===== config.mk =====
export PLATFORM = sky130hd
export DESIGN_NAME = df_network_scheduler
export DESIGN_NICKNAME = d
export VERILOG_FILES = /design/src/rtl/df_pkg.sv /design/src/rtl/df_actor_slot.sv /design/src/rtl/df_network_scheduler.sv
export SDC_FILE = /design/constraint.sdc
export NUM_CORES = 1
export LEC_CHECK = 0
export CAP_MARGIN = 5
export CORE_MARGIN = 3
export CORE_UTILIZATION = 46
export CTS_BUF_LIST = sky130_fd_sc_hd__clkbuf_4
export DETAILED_ROUTE_END_ITERATION = 10
export MAX_ROUTING_LAYER = met4
export PLACE_DENSITY_LB_ADDON = 0.3
export SKIP_LAST_GASP = 1
export SLEW_MARGIN = 10
export SYNTH_ARGS = -nofsm -noshare
export SYNTH_HDL_FRONTEND = slang
export SYNTH_HIERARCHICAL = 1
export SYNTH_SLANG_ARGS = --single-unit

===== constraint.sdc =====
create_clock -name clk -period 7.7 [get_ports clk]
set_clock_uncertainty 0.15 [all_clocks]
set_input_delay 1.54 -clock clk [delete_from_list [all_inputs] [get_ports clk]]
set_output_delay 1.54 -clock clk [all_outputs]
set_load 0.02 [all_outputs]

===== src/rtl/df_pkg.sv =====
// Return codes and state encodings shared by the dataflow network scheduler.
package df_pkg;
  localparam logic [31:0] RET_IDLE           = 32'd0;
  localparam logic [31:0] RET_WAIT_PREDICATE = 32'd1;
  localparam logic [31:0] RET_WAIT_INPUT     = 32'd2;
  localparam logic [31:0] RET_WAIT_OUTPUT    = 32'd3;
  localparam logic [31:0] RET_WAIT_GUARD     = 32'd4;
  localparam logic [31:0] RET_EXECUTED       = 32'd5;

  typedef logic [2:0] slot_state_t;
  localparam slot_state_t S_OFF     = 3'd0;
  localparam slot_state_t S_LAUNCH  = 3'd1;
  localparam slot_state_t S_BUSY    = 3'd2;
  localparam slot_state_t S_WAIT_IN = 3'd3;
  localparam slot_state_t S_PARK    = 3'd4;

  localparam logic [1:0] T_IDLE  = 2'd0;
  localparam logic [1:0] T_RUN   = 2'd1;
  localparam logic [1:0] T_DRAIN = 2'd2;
  localparam logic [1:0] T_FIN   = 2'd3;

  // network-level commands broadcast to every slot
  typedef struct packed {
    logic launch;
    logic drain;
    logic fin;
  } slot_ctl_t;
endpackage


===== src/rtl/df_actor_slot.sv =====
// One actor slot: launches the actor, decodes its return code, decides relaunch.
module df_actor_slot import df_pkg::*; (
  input  logic        clk,
  input  logic        rst_n,
  input  slot_ctl_t   ctl,
  input  logic        actor_done,
  input  logic [31:0] actor_return,
  input  logic        available_data,
  input  logic        others_executing,
  output slot_state_t state,
  output logic        to_launch,
  output logic        exec_hit
);
  slot_state_t nxt;

  always_comb begin
    nxt = state;
    if (ctl.fin) nxt = S_OFF;
    else begin
      case (state)
        S_OFF:     if (ctl.launch) nxt = S_LAUNCH;
        S_LAUNCH:  nxt = ctl.drain ? S_OFF : S_BUSY;
        S_BUSY: begin
          if (actor_done) begin
            if (ctl.drain)                          nxt = S_OFF;
            else if (actor_return == RET_EXECUTED)   nxt = S_LAUNCH;
            else if (actor_return == RET_WAIT_INPUT) nxt = S_WAIT_IN;
            else                                     nxt = S_PARK;
          end
        end
        S_WAIT_IN: if (ctl.drain) nxt = S_OFF; else if (available_data) nxt = S_LAUNCH;
        S_PARK:    if (ctl.drain) nxt = S_OFF; else if (available_data || others_executing) nxt = S_LAUNCH;
        default:   nxt = S_OFF;
      endcase
    end
  end

  assign to_launch = (nxt == S_LAUNCH);
  // an EXECUTED return is counted even while draining
  assign exec_hit  = (state == S_BUSY) && actor_done && (actor_return == RET_EXECUTED);

  always_ff @(posedge clk or posedge rst_n)
    if (rst_n) state <= S_OFF;
    else       state <= nxt;
endmodule


===== src/rtl/df_network_scheduler.sv =====
// Dataflow partition scheduler: network FSM, quiescence detection, fire counter.
module df_network_scheduler import df_pkg::*; #(
  parameter int NUM_ACTORS     = 4,
  parameter int QUIESCE_CYCLES = 8,
  parameter int CNT_W          = 32
) (
  input  logic                             clk,
  input  logic                             rst_n,
  input  logic                             ap_start,
  input  logic                             ap_stop,
  output logic                             ap_done,
  output logic                             ap_idle,
  output logic [NUM_ACTORS-1:0]            actor_start,
  input  logic [NUM_ACTORS-1:0]            actor_done,
  input  logic [NUM_ACTORS-1:0][31:0]      actor_return,
  input  logic [NUM_ACTORS-1:0]            available_data,
  output logic [NUM_ACTORS-1:0]            others_executing,
  output logic [CNT_W-1:0]                 fire_count
);
  localparam int PC_W = $clog2(NUM_ACTORS + 1);

  logic [1:0]                   state, state_nxt;
  slot_state_t [NUM_ACTORS-1:0] slot_st;
  logic [NUM_ACTORS-1:0]        busy, parked, to_launch, exec_hit;
  logic [7:0]                   q_cnt, q_nxt;
  logic [PC_W-1:0]              n_exec;
  logic [CNT_W:0]               fsum;
  logic                         quiet, drain_done;
  slot_ctl_t                    ctl;

  assign ctl.launch = (state == T_IDLE) && ap_start;
  assign ctl.drain  = (state == T_DRAIN);
  assign ctl.fin    = (state == T_FIN);

  for (genvar i = 0; i < NUM_ACTORS; i++) begin : g_slot
    df_actor_slot u_slot (
      .clk              (clk),
      .rst_n            (rst_n),
      .ctl              (ctl),
      .actor_done       (actor_done[i]),
      .actor_return     (actor_return[i]),
      .available_data   (available_data[i]),
      .others_executing (others_executing[i]),
      .state            (slot_st[i]),
      .to_launch        (to_launch[i]),
      .exec_hit         (exec_hit[i])
    );
    assign busy[i]             = (slot_st[i] == S_BUSY);
    assign parked[i]           = (slot_st[i] == S_WAIT_IN) || (slot_st[i] == S_PARK);
    assign others_executing[i] = |(busy & ~(NUM_ACTORS'(1) << i));
    // launches still pending when a stop lands are dropped, not issued
    assign actor_start[i]      = (slot_st[i] == S_LAUNCH) && (state == T_RUN);
  end

  assign quiet      = (&parked) && !(|to_launch);
  assign drain_done = &(~busy | actor_done);
  assign ap_done    = (state == T_FIN);
  assign ap_idle    = (state == T_IDLE);

  always_comb begin
    if (!quiet)                               q_nxt = '0;
    else if (q_cnt == 8'(QUIESCE_CYCLES))     q_nxt = q_cnt;
    else                                      q_nxt = q_cnt + 8'd1;
  end

  always_comb begin
    state_nxt = state;
    case (state)
      T_IDLE:  if (ap_start) state_nxt = T_RUN;
      T_RUN:   if (ap_stop) state_nxt = T_DRAIN;
               else if (q_nxt == 8'(QUIESCE_CYCLES)) state_nxt = T_FIN;
      T_DRAIN: if (drain_done) state_nxt = T_FIN;
      default: state_nxt = T_IDLE;
    endcase
  end

  always_comb begin
    n_exec = '0;
    for (int i = 0; i < NUM_ACTORS; i++) n_exec = n_exec + PC_W'(exec_hit[i]);
  end
  assign fsum = {1'b0, fire_count} + (CNT_W+1)'(n_exec);

  always_ff @(posedge clk or posedge rst_n) begin
    if (rst_n) begin
      state      <= T_IDLE;
      q_cnt      <= '0;
      fire_count <= '0;
    end else begin
      state <= state_nxt;
      q_cnt <= (state == T_RUN) ? q_nxt : '0;
      if (ctl.launch)    fire_count <= '0;
      else if (fsum[CNT_W]) fire_count <= '1;
      else               fire_count <= fsum[CNT_W-1:0];
    end
  end
endmodule


==> results.tsv <==
metric	value	unit
CP arrival	6.10	ns
GRT Residual Overflow	0	
RSZ-0062 raised after global routing	false	
CTS tree	built	
Worst-Margin Slew	0.900	ns
flop2flop setup slack	2.78	ns
worst r2r dst	fire_count[27]	
DIE AREA	9530	sq um
Fin Setup TNS	0	ns
Initial Util	48.7	%
Seq/Total Area, Yosys	35.0	%
antenna cells	0	
TritonCTS Buffers	5	
pin count of the biggest net entering global routing	39	
Post-Syn Area per Cell	8.55	sq um
Max-cap violations	0	
Mapped Area	3860	sq um
WP buf/inv	3	
Total Power	0.936	mW
final hold violations	0	
CP max stage delay	0.81	ns
Area Overhead vs Synth	51.3	%
drt drc	0	
cells along the critical path	clkdlybuf4s50_1 -> nor4_1 -> nand4_1 -> nor4_1 -> fa_1 -> inv_1 -> fa_1 -> inv_1 -> fa_1 -> and4_1 -> nand4_2 -> or3_1 -> and4_1 -> nor3_2	
CP startpoint	actor_return[16]	
all-layer global routing usage	25.9	%
CP required	7.87	ns
layout cells sized above 1	6.65	%
ys async rst share	100	%
Synth Register Bits	54	
Final Setup Violations	0	
DR iter-0 viols	189	
Setup crit start kind	primary input	
CTS root buf	clkbuf_4	
H-tree levels	2	
placed cell count	727	
Clk pin slew, worst setup/hold paths	0.16	ns
synth warn	6	
Worst path depth	14	
worst vdd ir	0.000119	V
cell family with the largest share of critical-path delay	simple AND/OR/NAND/NOR gates	
Post-DP HPWL	9.80	mm
area of placed instances	5770	sq um
cts hold-fix bufs	0	
WS Path Type	in2reg	
row count	32	
Die X	97.6	microns
drt wl/cell	16.6	microns
Top cell by count, worst path	fa_1	
Post-Synthesis Net Count	602	
CP max stage cell	or3_1	
Pre-Repair DR Iteration Count	4	
PD cells	160	nW/um^2
area of the multi-input gates	2360	sq um
DR vias	4118	
Slew headroom	40.0	%
Post-Synthesis Cells	452	
Layout Nets	782	
FMAX	169	MHz
vias in the first global route	4258	
Tcrit/Tclk final	77.0	%
Routed Wire Length	12.2	mm
DR vias/cell	5.61	
FILL cells	610	
Antenna Violating Nets Remaining	0	
fin cells	734	
core area	7930	sq um
worst skew pair latency	0.38	ns
Sink Count	54	
top_reg_cell synth	dfrtp_1	
post-synth cell types	49	
fin. max-slew vios	0	
Hold Path Class	reg2reg	
fin crit period	5.93	ns
leakage power	2.24	nW
number of synthesized flops with an enable pin	0	
initial antenna violation count	0	
post-CTS setup buffer count	0	
status	complete, no violations	
final standard cell area without fillers	5840	sq um
CTS max path bufs	2	
# IOs	182	
GPL Wtd Cong	0.938	
first-pass GRT wire length	20.2	mm
Hold WS	0.453	ns
Critical Path End	fire_count[27]	
crit end category	register	
# port buffers	181	
r2r startpoint	g_slot[0].u_slot/state[2]	
Resized cells post-CTS	0	
Worst R2R Path Depth	13	
CP Max Fanout	28	
die height	97.6	microns
sequential cell area	1350	sq um
-- report_power, final --
group	total, mW	switching (mW)	internal, mW
Combinational	0.419	0.210	0.208
Sequential	0.360	0.0536	0.307
Clock	0.157	0.0892	0.0674
Total	0.936	0.353	0.583
-- worst min-delay path by stage --
stage / startpoint / to / slack, ns / cells past startpoint
2_1_floorplan: q_cnt[7] / q_cnt[7] / 0.37 / 2
3_3_place_gp: state[1] / state[1] / 0.40 / 1
3_5_place_dp: state[0] / state[0] / 0.43 / 1
4_1_cts: state[0] / state[0] / 0.46 / 1
5_1_grt: state[1] / state[1] / 0.50 / 1
6_report: state[0] / state[0] / 0.45 / 1
-- stage by stage --
step | setup WS [ns] | util (%)
2_1_floorplan | 2.84 | -
3_3_place_gp | 1.53 | 72.8
3_5_place_dp | 1.42 | 72.8
4_1_cts | 1.81 | 73.7
5_1_grt | 1.48 | 73.7
6_report | 1.77 | 73.7
-- flip-flops by register name, summed over array words and instances (netlist names) --
register             flops
fire_count              32
q_cnt                    8
state                    2
g_slot.u_slot/state     12
-- cell type report --
class / instances / area share [%]
clock buffers: 5 / 0.642
well taps: 102 / 2.18
clock inverters: 2 / 0.664
flip-flops and latches: 54 / 23.1
multi-input cells: 361 / 40.4
repair buffers: 183 / 31.3
inverters: 27 / 1.73
-- worst reg2reg max path, stage by stage (launching register included) --
cell,delay [ns]
dfrtp_1,0.51
nand2b_4,0.19
or3b_4,0.41
nor4_1,0.66
fa_1,0.28
inv_1,0.05
fa_1,0.39
inv_1,0.09
fa_1,0.22
and4_1,0.33
nand4_2,0.24
or3_1,0.81
and4_1,0.40
nor3_2,0.14
-- kinds of logic (layout without fill, tap and decap cells) --
| logic type | after synthesis | in the layout | synth area share [%] |
|---|---|---|---|
| AOI/OAI and AO/OA | 84 | 84 | 13.2 |
| xor gates and xnor gates | 30 | 30 | 6.80 |
| adders and majority gates | 10 | 10 | 3.82 |
| buffers and inverters | 37 | 217 | 3.89 |
| DFF | 54 | 54 | 35.0 |
| muxes | 7 | 7 | 1.91 |
| and+or+nand+nor | 230 | 230 | 35.3 |
-- cells in the final DEF (no fill, tap or decap), drive strengths merged, types with 7 or more instances in the layout --
cell           instances
or3b                  12
nor2                  46
nor4                  35
o21ai                  8
nand2                 28
xor2                  16
nand3                 17
nand4                 18
a21oi                 50
dfrtp                 54
xnor2                 14
clkdlybuf4s50        181
ha                     7
nand2b                 9
inv                   27
nand3b                14
nor3                  14
-- layer usage --
metal / vias to the layer above / wire length (microns) / global-route usage [%]
met3: 8 / 714 / 4.38
li1: 2031 / - / -
met2: 142 / 6250 / 45.9
met5: - / 0 / -
met4: 0 / 87 / 3.19
met1: 1937 / 5160 / 31.8
-- cell usage after synthesis, types with 3 or more instances --
cell       count  share of area, %
a21oi_1       46               6.0
a21oi_2        4              0.91
a31o_2         4              0.91
a31oi_1        6              0.97
and2_1         6              0.97
and3_1         6              0.97
and4_1         4              0.91
buf_2          3              0.39
clkbuf_1       6              0.58
dfrtp_1       54                35
fa_1           3               1.6
ha_1           7               2.3
inv_1         27               2.6
mux2_2         3              0.87
mux2i_1        4               1.0
nand2_1       28               2.7
nand2b_1       5              0.81
nand2b_4       4               1.4
nand3_1       17               2.2
nand3b_1      14               2.7
nand4_1       17               2.8
nor2_1        46               4.5
nor3_1        13               1.7
nor3b_1        6               1.2
nor4_1        35               5.7
nor4b_1        3              0.68
nor4bb_1       3              0.78
o2111ai_1      6               1.4
o21a_1         4              0.78
o21ai_0        8               1.0
or3b_2         7               1.6
or3b_4         4               1.2
xnor2_1       14               3.2
xor2_1        16               3.6
No activity file was read; power rests on OpenSTA's default activity.
